**src/rtl/updown_pkg.sv**
```systemverilog
// Shared direction/mode encodings for the up/down modulo counter family.
package updown_pkg;
    localparam logic DIR_UP    = 1'b1;
    localparam logic DIR_DOWN  = 1'b0;
    localparam logic MODE_WRAP = 1'b0;
    localparam logic MODE_SAT  = 1'b1;
endpackage

```
**src/rtl/updown_next.sv**
```systemverilog
// Combinational next-state for the counter: one compare/step level, no registers.
module updown_next
    import updown_pkg::*;
#(
    parameter int WIDTH = 4
) (
    input  logic [WIDTH-1:0] count,
    input  logic [WIDTH-1:0] limit,
    input  logic             control,
    input  logic             mode,
    output logic [WIDTH-1:0] next_count,
    output logic             next_tc
);
    always_comb begin
        next_count = count;
        next_tc    = 1'b0;
        if (control == DIR_UP) begin
            // >= rather than == so a count left above a lowered limit still terminates
            if (count >= limit) begin
                next_tc    = 1'b1;
                next_count = (mode == MODE_SAT) ? limit : '0;
            end else begin
                next_count = count + WIDTH'(1);
            end
        end else begin
            if (count > limit) begin
                next_count = limit;
            end else if (count == '0) begin
                next_tc    = 1'b1;
                next_count = (mode == MODE_WRAP) ? limit : '0;
            end else begin
                next_count = count - WIDTH'(1);
            end
        end
    end
endmodule

```
**src/rtl/updown_mod_counter.sv**
```systemverilog
// Loadable up/down counter over [0, limit] with wrap/saturate ends and a registered tc pulse.
module updown_mod_counter
    import updown_pkg::*;
#(
    parameter int          WIDTH     = 4,
    parameter int unsigned RESET_VAL = 0
) (
    input  logic             clk,
    input  logic             rst,
    input  logic             en,
    input  logic             load,
    input  logic             control,
    input  logic             mode,
    input  logic [WIDTH-1:0] data_in,
    input  logic [WIDTH-1:0] limit,
    output logic [WIDTH-1:0] count,
    output logic             tc,
    output logic             at_max,
    output logic             at_min
);
    logic [WIDTH-1:0] r_count;
    logic             r_tc;
    logic [WIDTH-1:0] w_next_count;
    logic             w_next_tc;
    logic [WIDTH-1:0] w_load_val;

    updown_next #(.WIDTH(WIDTH)) u_next (
        .count      (r_count),
        .limit      (limit),
        .control    (control),
        .mode       (mode),
        .next_count (w_next_count),
        .next_tc    (w_next_tc)
    );

    // Out-of-range loads clamp to the current limit
    assign w_load_val = (data_in > limit) ? limit : data_in;

    always_ff @(posedge clk) begin
        if (rst) begin
            r_count <= WIDTH'(RESET_VAL);
            r_tc    <= 1'b0;
        end else if (load) begin
            r_count <= w_load_val;
            r_tc    <= 1'b0;
        end else if (en) begin
            r_count <= w_next_count;
            r_tc    <= w_next_tc;
        end else begin
            r_tc    <= 1'b0;
        end
    end

    assign count  = r_count;
    assign tc     = r_tc;
    assign at_max = (r_count >= limit);
    assign at_min = (r_count == '0);
endmodule

```
**config.mk**
```make
export PLATFORM = sky130hd
export DESIGN_NAME = updown_mod_counter
export DESIGN_NICKNAME = d
export VERILOG_FILES = /design/src/rtl/updown_pkg.sv /design/src/rtl/updown_next.sv /design/src/rtl/updown_mod_counter.sv
export SDC_FILE = /design/constraint.sdc
export NUM_CORES = 1
export LEC_CHECK = 0
export CAP_MARGIN = 20
export CORE_MARGIN = 10
export CORE_UTILIZATION = 31
export CTS_CLUSTER_SIZE = 30
export DETAILED_ROUTE_END_ITERATION = 6
export PLACE_DENSITY = 0.65
export SLEW_MARGIN = 40
export SYNTH_ARGS = -nofsm -noshare
export SYNTH_HDL_FRONTEND = slang
export SYNTH_SLANG_ARGS = --single-unit
```
**constraint.sdc**
```tcl
create_clock -name clk -period 2.7 [get_ports clk]
set_input_delay 0.81 -clock clk [delete_from_list [all_inputs] [get_ports clk]]
set_output_delay 0.81 -clock clk [all_outputs]
set_load 0.005 [all_outputs]
```
After elaboration in Yosys (flattened, before gate mapping):

Cells that the tools add are included.

* add/sub/neg operators: 2
* $lt $le $gt $ge: 3
* muxes and demuxes: 13
* bitwise logic cells: 1
* reductions and logical operators: 3

Operators with widths (number)
* 2-to-1 mux 4 bit: 9
* > comparator 4 bit: 2
* adder 4 x 1 -> 4 bit, second input constant: 1
* >= comparator 4 bit: 1
* logical NOT 4 bit: 1
* 2-to-1 mux 1 bit: 4
* subtractor 4 x 1 -> 4 bit, second input constant: 1
* OR reduction 3 bit: 1
* nonzero test 2 bit: 1
* inverter 1 bit: 1

* flip-flop bits (word level): 5
* bits of input ports: 14
* output and inout bits: 7
* logic and storage cells: 24

Depth between registers and ports, before layout:

* depth in word-level cells: 6
* mapped depth: 8
* mapped depth without buffers: 7

Hierarchy:

Synthesis repeated with hierarchy kept, for this count alone.

* cells, all modules: 119
* area, all modules: 932.1 um^2

By module, submodules not included
* updown_mod_counter: instances 1, cells an instance 64, area an instance 518.0 um^2, seq. area each 100.1 um^2
* updown_next: instances 1, cells an instance 55, area an instance 414.1 um^2, seq. area each 0.0 um^2

Worst setup path after synthesis:

No wires, ideal clock.

* kind: input to output
* start: input limit[3]
* end: output at_max
* arrival: 1711 ps
* setup slack: 179 ps
* cell stages on the path: 5
* path through: inv_1 ha_1 a21oi_1 and2_4 nand2_4

* longest elaborated chain between the ends: 1

RTL lines
* start, declared: line updown_mod_counter.sv:15 `input logic [WIDTH-1:0] limit,`
* >= comparator 4 bit: line updown_mod_counter.sv:56 `assign at_max = (r_count >= limit);`
* end, declared: line updown_mod_counter.sv:18 `output logic at_max,`

No other way between the ends.

Worst setup path in the final report:

* start: input limit[1]
* end: output at_max

The elaborated chain is that of the path after synthesis.

==> impl_metrics.py <==
metrics = {
    "critical_path": {
        "worstPathRequired_ns": 1.89,
        "crit_type": "in2out",
        "arrival_ns": 1.85,
        "cp_max_fo": 2,
        "cp_slowest_cell": "dlygate4sd2_1",
        "slowest_delay_ns": 0.25,
        "start_kind": "input port",
        "path_cells": "dlygate4sd2_1 > inv_2 > ha_4 > nor2b_4 > o211ai_4 > nand2_4 > buf_2",
        "endpoint_kind": "output pin",
    },
    "floorplanning": {
        "ios": 21,
        "initial_utilization_pct": 32.52,
        "core-area_mm2": 0.002781,
        "die_h_um": 74.02,
        "die_area_mm2": 0.005479,
        "rows": 19,
        "die_w_um": 74.02,
    },
    "logic_synthesis": {
        "synthSimpleGateAreaFrac_pct": 29.32,
        "ys_seq_area_share_pct": 11.07,
        "synth_top_family_by_area": "compound AO/OA/AOI/OAI gates",
        "synth_fp_nets": 142,
        "synth_flop_cell": "dfxtp_1",
        "syn_inst": 118,
        "ys_ff_latch": 5,
        "synth_xor_area_share_pct": 0.9682,
        "synth_compound_area_share_pct": 36.38,
        "synth_top_area_share_pct": 13.83,
        "yosysWarnings": 0,
        "synth_most_common_cell": "o21ai_0",
        "synth_edf_count": 0,
        "synthMuxAreaShare_pct": 1.107,
        "ys_async_sr_fraction_pct": 0,
        "synth_fa_ha_area_share_pct": 13.83,
        "synth_area_leader_cell": "ha_1",
        "synthDistinctLibCells": 49,
        "syn_area_um2": 904.6,
        "synth_common_cells": "11 x o21ai_0, 10 x ha_1, 9 x a21oi_1, 9 x inv_1, 6 x nor2_1",
        "syn_area_per_cell_um2": 7.666,
        "netlist_top_cells_area": "ha_1 14%, dfxtp_1 11%, o21ai_0 6.1%",
    },
    "sta": {
        "skew_ns": 0.002908,
        "min_period_over_period_pct": 98.59,
        "fmax_mhz": 375.7,
        "fin_crit_ns": 2.662,
        "worst_slew_pin_slew_ns": 0.4075,
        "final-max-slew-violation-count": 0,
        "rsz0062_at_grt": "false",
        "setup_violations": 0,
        "relSlewSlack_pct": 72.13,
        "hold_viol_final": 0,
    },
    "clocking": {
        "cts_max_level": 1,
        "cts_inserted_buffers": 3,
        "cts_tree": "done",
        "cts_root_buf": "clkbuf_4",
        "path_clk_slew_ns": 0.04,
        "cts_sinks": 5,
        "clock_latency_ns": 0.24,
        "cts_max_path_buffers": 2,
    },
    "route": {
        "drt-vias-per-instance": 5.798,
        "dr.pass1.iters": 4,
        "wl_per_cell_um": 16.60,
        "drt_iter0_markers": 51,
        "drcViolationCount": 0,
        "antenna_left": 0,
        "vias": 1148,
        "drt-total-wl_um": 3286,
    },
    "grt": {
        "grt.total_usage_pct": 12.30,
        "grt_pass1_wl_um": 5430,
        "grt-ovfl-total": 0,
        "grt_antenna_before_repair": 0,
        "grt_max_degree": 12,
        "grt_pass1_vias": 1183,
    },
    "worst_hold_path": {
        "worstHoldPathType": "reg2reg",
    },
    "finish": {
        "syn_to_final_growth_pct": 56.43,
        "final_util_pct": 50.88,
        "fin_cells": 198,
        "final_layout_size_suffix_gt1_share_pct": 31.74,
        "diodes": 0,
        "nets": 192,
    },
    "pwr": {
        "power_leakage_nw": 0.6077,
        "vdd_drop_max_uv": 257.3,
        "power_density_mw_per_mm2": 449.2,
    },
    "place": {
        "gp_congestion": 0.9298,
        "dp_hpwl_um": 2731,
        "dp.cells": 192,
        "io_buffers": 20,
    },
    "flow_run": {
        "cap_viol_max_count": 0,
    },
    "status": {
        "status": "finished, final reports clean",
    },
}
## through the flow
step | instance area, um2 | setup TNS, ns | setup WS, ns | power [mW] | hold slack [ns]
finish | 1415 | 0 | 0.03816 | 0.6356 | 0.7120
global route | 1415 | 0 | 0.001457 | 0.6867 | 0.7733
CTS | 1406 | 0 | 0.01048 | 0.6308 | 0.7097
detailed placement | 1321 | -1.620 | -0.7295 | 0.5197 | 0.6698
global placement | 1321 | -1.468 | -0.7063 | 0.5112 | 0.6900
floorplan | 904.6 | 0 | 0.1791 | 0.3250 | 0.6452
## cell families (layout without fill, tap and decap cells)
| family | after synthesis | count (layout) |
|---|---|---|
| xor gates and xnor gates | 1 | 1 |
| muxes | 1 | 1 |
| AOI/OAI and AO/OA | 46 | 46 |
| and+or+nand+nor | 41 | 41 |
| adders and majority gates | 10 | 10 |
| DFF | 5 | 5 |
| buffers and inverters | 14 | 63 |
## repair_timing
item                       CTS  global route
hold buffers                 0             0
setup endpoints to repair    1             1
pin swaps                    4             3
buffers inserted             2             0
resized for setup           17             2
## placed cells by master, fill, tap and decap left out, drive strengths merged, types with 2 or more instances in the layout
master / synthesis / routed
clkbuf: 1 / 4
inv: 9 / 9
nand2: 6 / 6
clkdlybuf4s50: 0 / 15
o22ai: 2 / 2
a21oi: 9 / 9
o31ai: 4 / 4
a211oi: 2 / 2
nor3: 4 / 4
a31oi: 3 / 3
nor2: 8 / 8
nand3: 5 / 5
and2: 2 / 2
o211ai: 4 / 4
nor2b: 4 / 4
dfxtp: 5 / 5
nand2b: 4 / 4
o21ai: 11 / 11
dlygate4sd2: 0 / 3
a221oi: 2 / 2
buf: 4 / 31
nand4: 2 / 2
ha: 10 / 10
## flip-flops by register name, summed over array words and instances (netlist names)
signal  count
count       4
tc          1
## metal layers
layer | track usage (%) | wire (um) | share of wire, %
met1 | 13.90 | 1337 | 41
met3 | 3.059 | 275 | 8.4
met2 | 21.31 | 1606 | 49
met4 | 5.383 | 66 | 2.0
met5 | 0 | 0 | 0
## critical path, delay by kind of cell
family | cells | cell delay [ns]
AO/OA/AOI/OAI | 1 | 0.18
AND/OR/NAND/NOR | 2 | 0.19
adder cells (fa/ha/maj) | 1 | 0.21
buffers and inverters | 3 | 0.46
## final cells by class
| cell class | instances | area (um2) |
|---|---|---|
| flip-flops and latches | 5 | 100.1 |
| repair buffers | 50 | 416.7 |
| inverters | 9 | 33.78 |
| clock buffers | 4 | 26.28 |
| multi-input cells | 99 | 799.5 |
| fillers | 271 | 1366 |
| well taps | 31 | 38.79 |
## path summary, 6_finish.rpt
| check | endpoint | cells after the start | start | slack [ns] |
|---|---|---|---|---|
| worst max-delay path | at_max | 7 | limit[1] | 0.04 |
| worst min-delay path | count[1]$_SDFFE_PP0P_ | 4 | count[1]$_SDFFE_PP0P_ | 0.71 |
| worst max register to register | count[3]$_SDFFE_PP0P_ | 9 | count[1]$_SDFFE_PP0P_ | 0.69 |
| worst min register to register | count[1]$_SDFFE_PP0P_ | 4 | count[1]$_SDFFE_PP0P_ | 0.71 |
## power breakdown
part | internal [mW] | switching (mW) | leakage (nW) | total [mW]
Combinational | 0.235 | 0.219 | 0.551 | 0.454
Sequential | 0.0842 | 0.0119 | 0.0415 | 0.0960
Clock | 0.0558 | 0.0296 | 0.0150 | 0.0854
Total | 0.375 | 0.260 | 0.608 | 0.636
(Power assumes the default switching activity.)
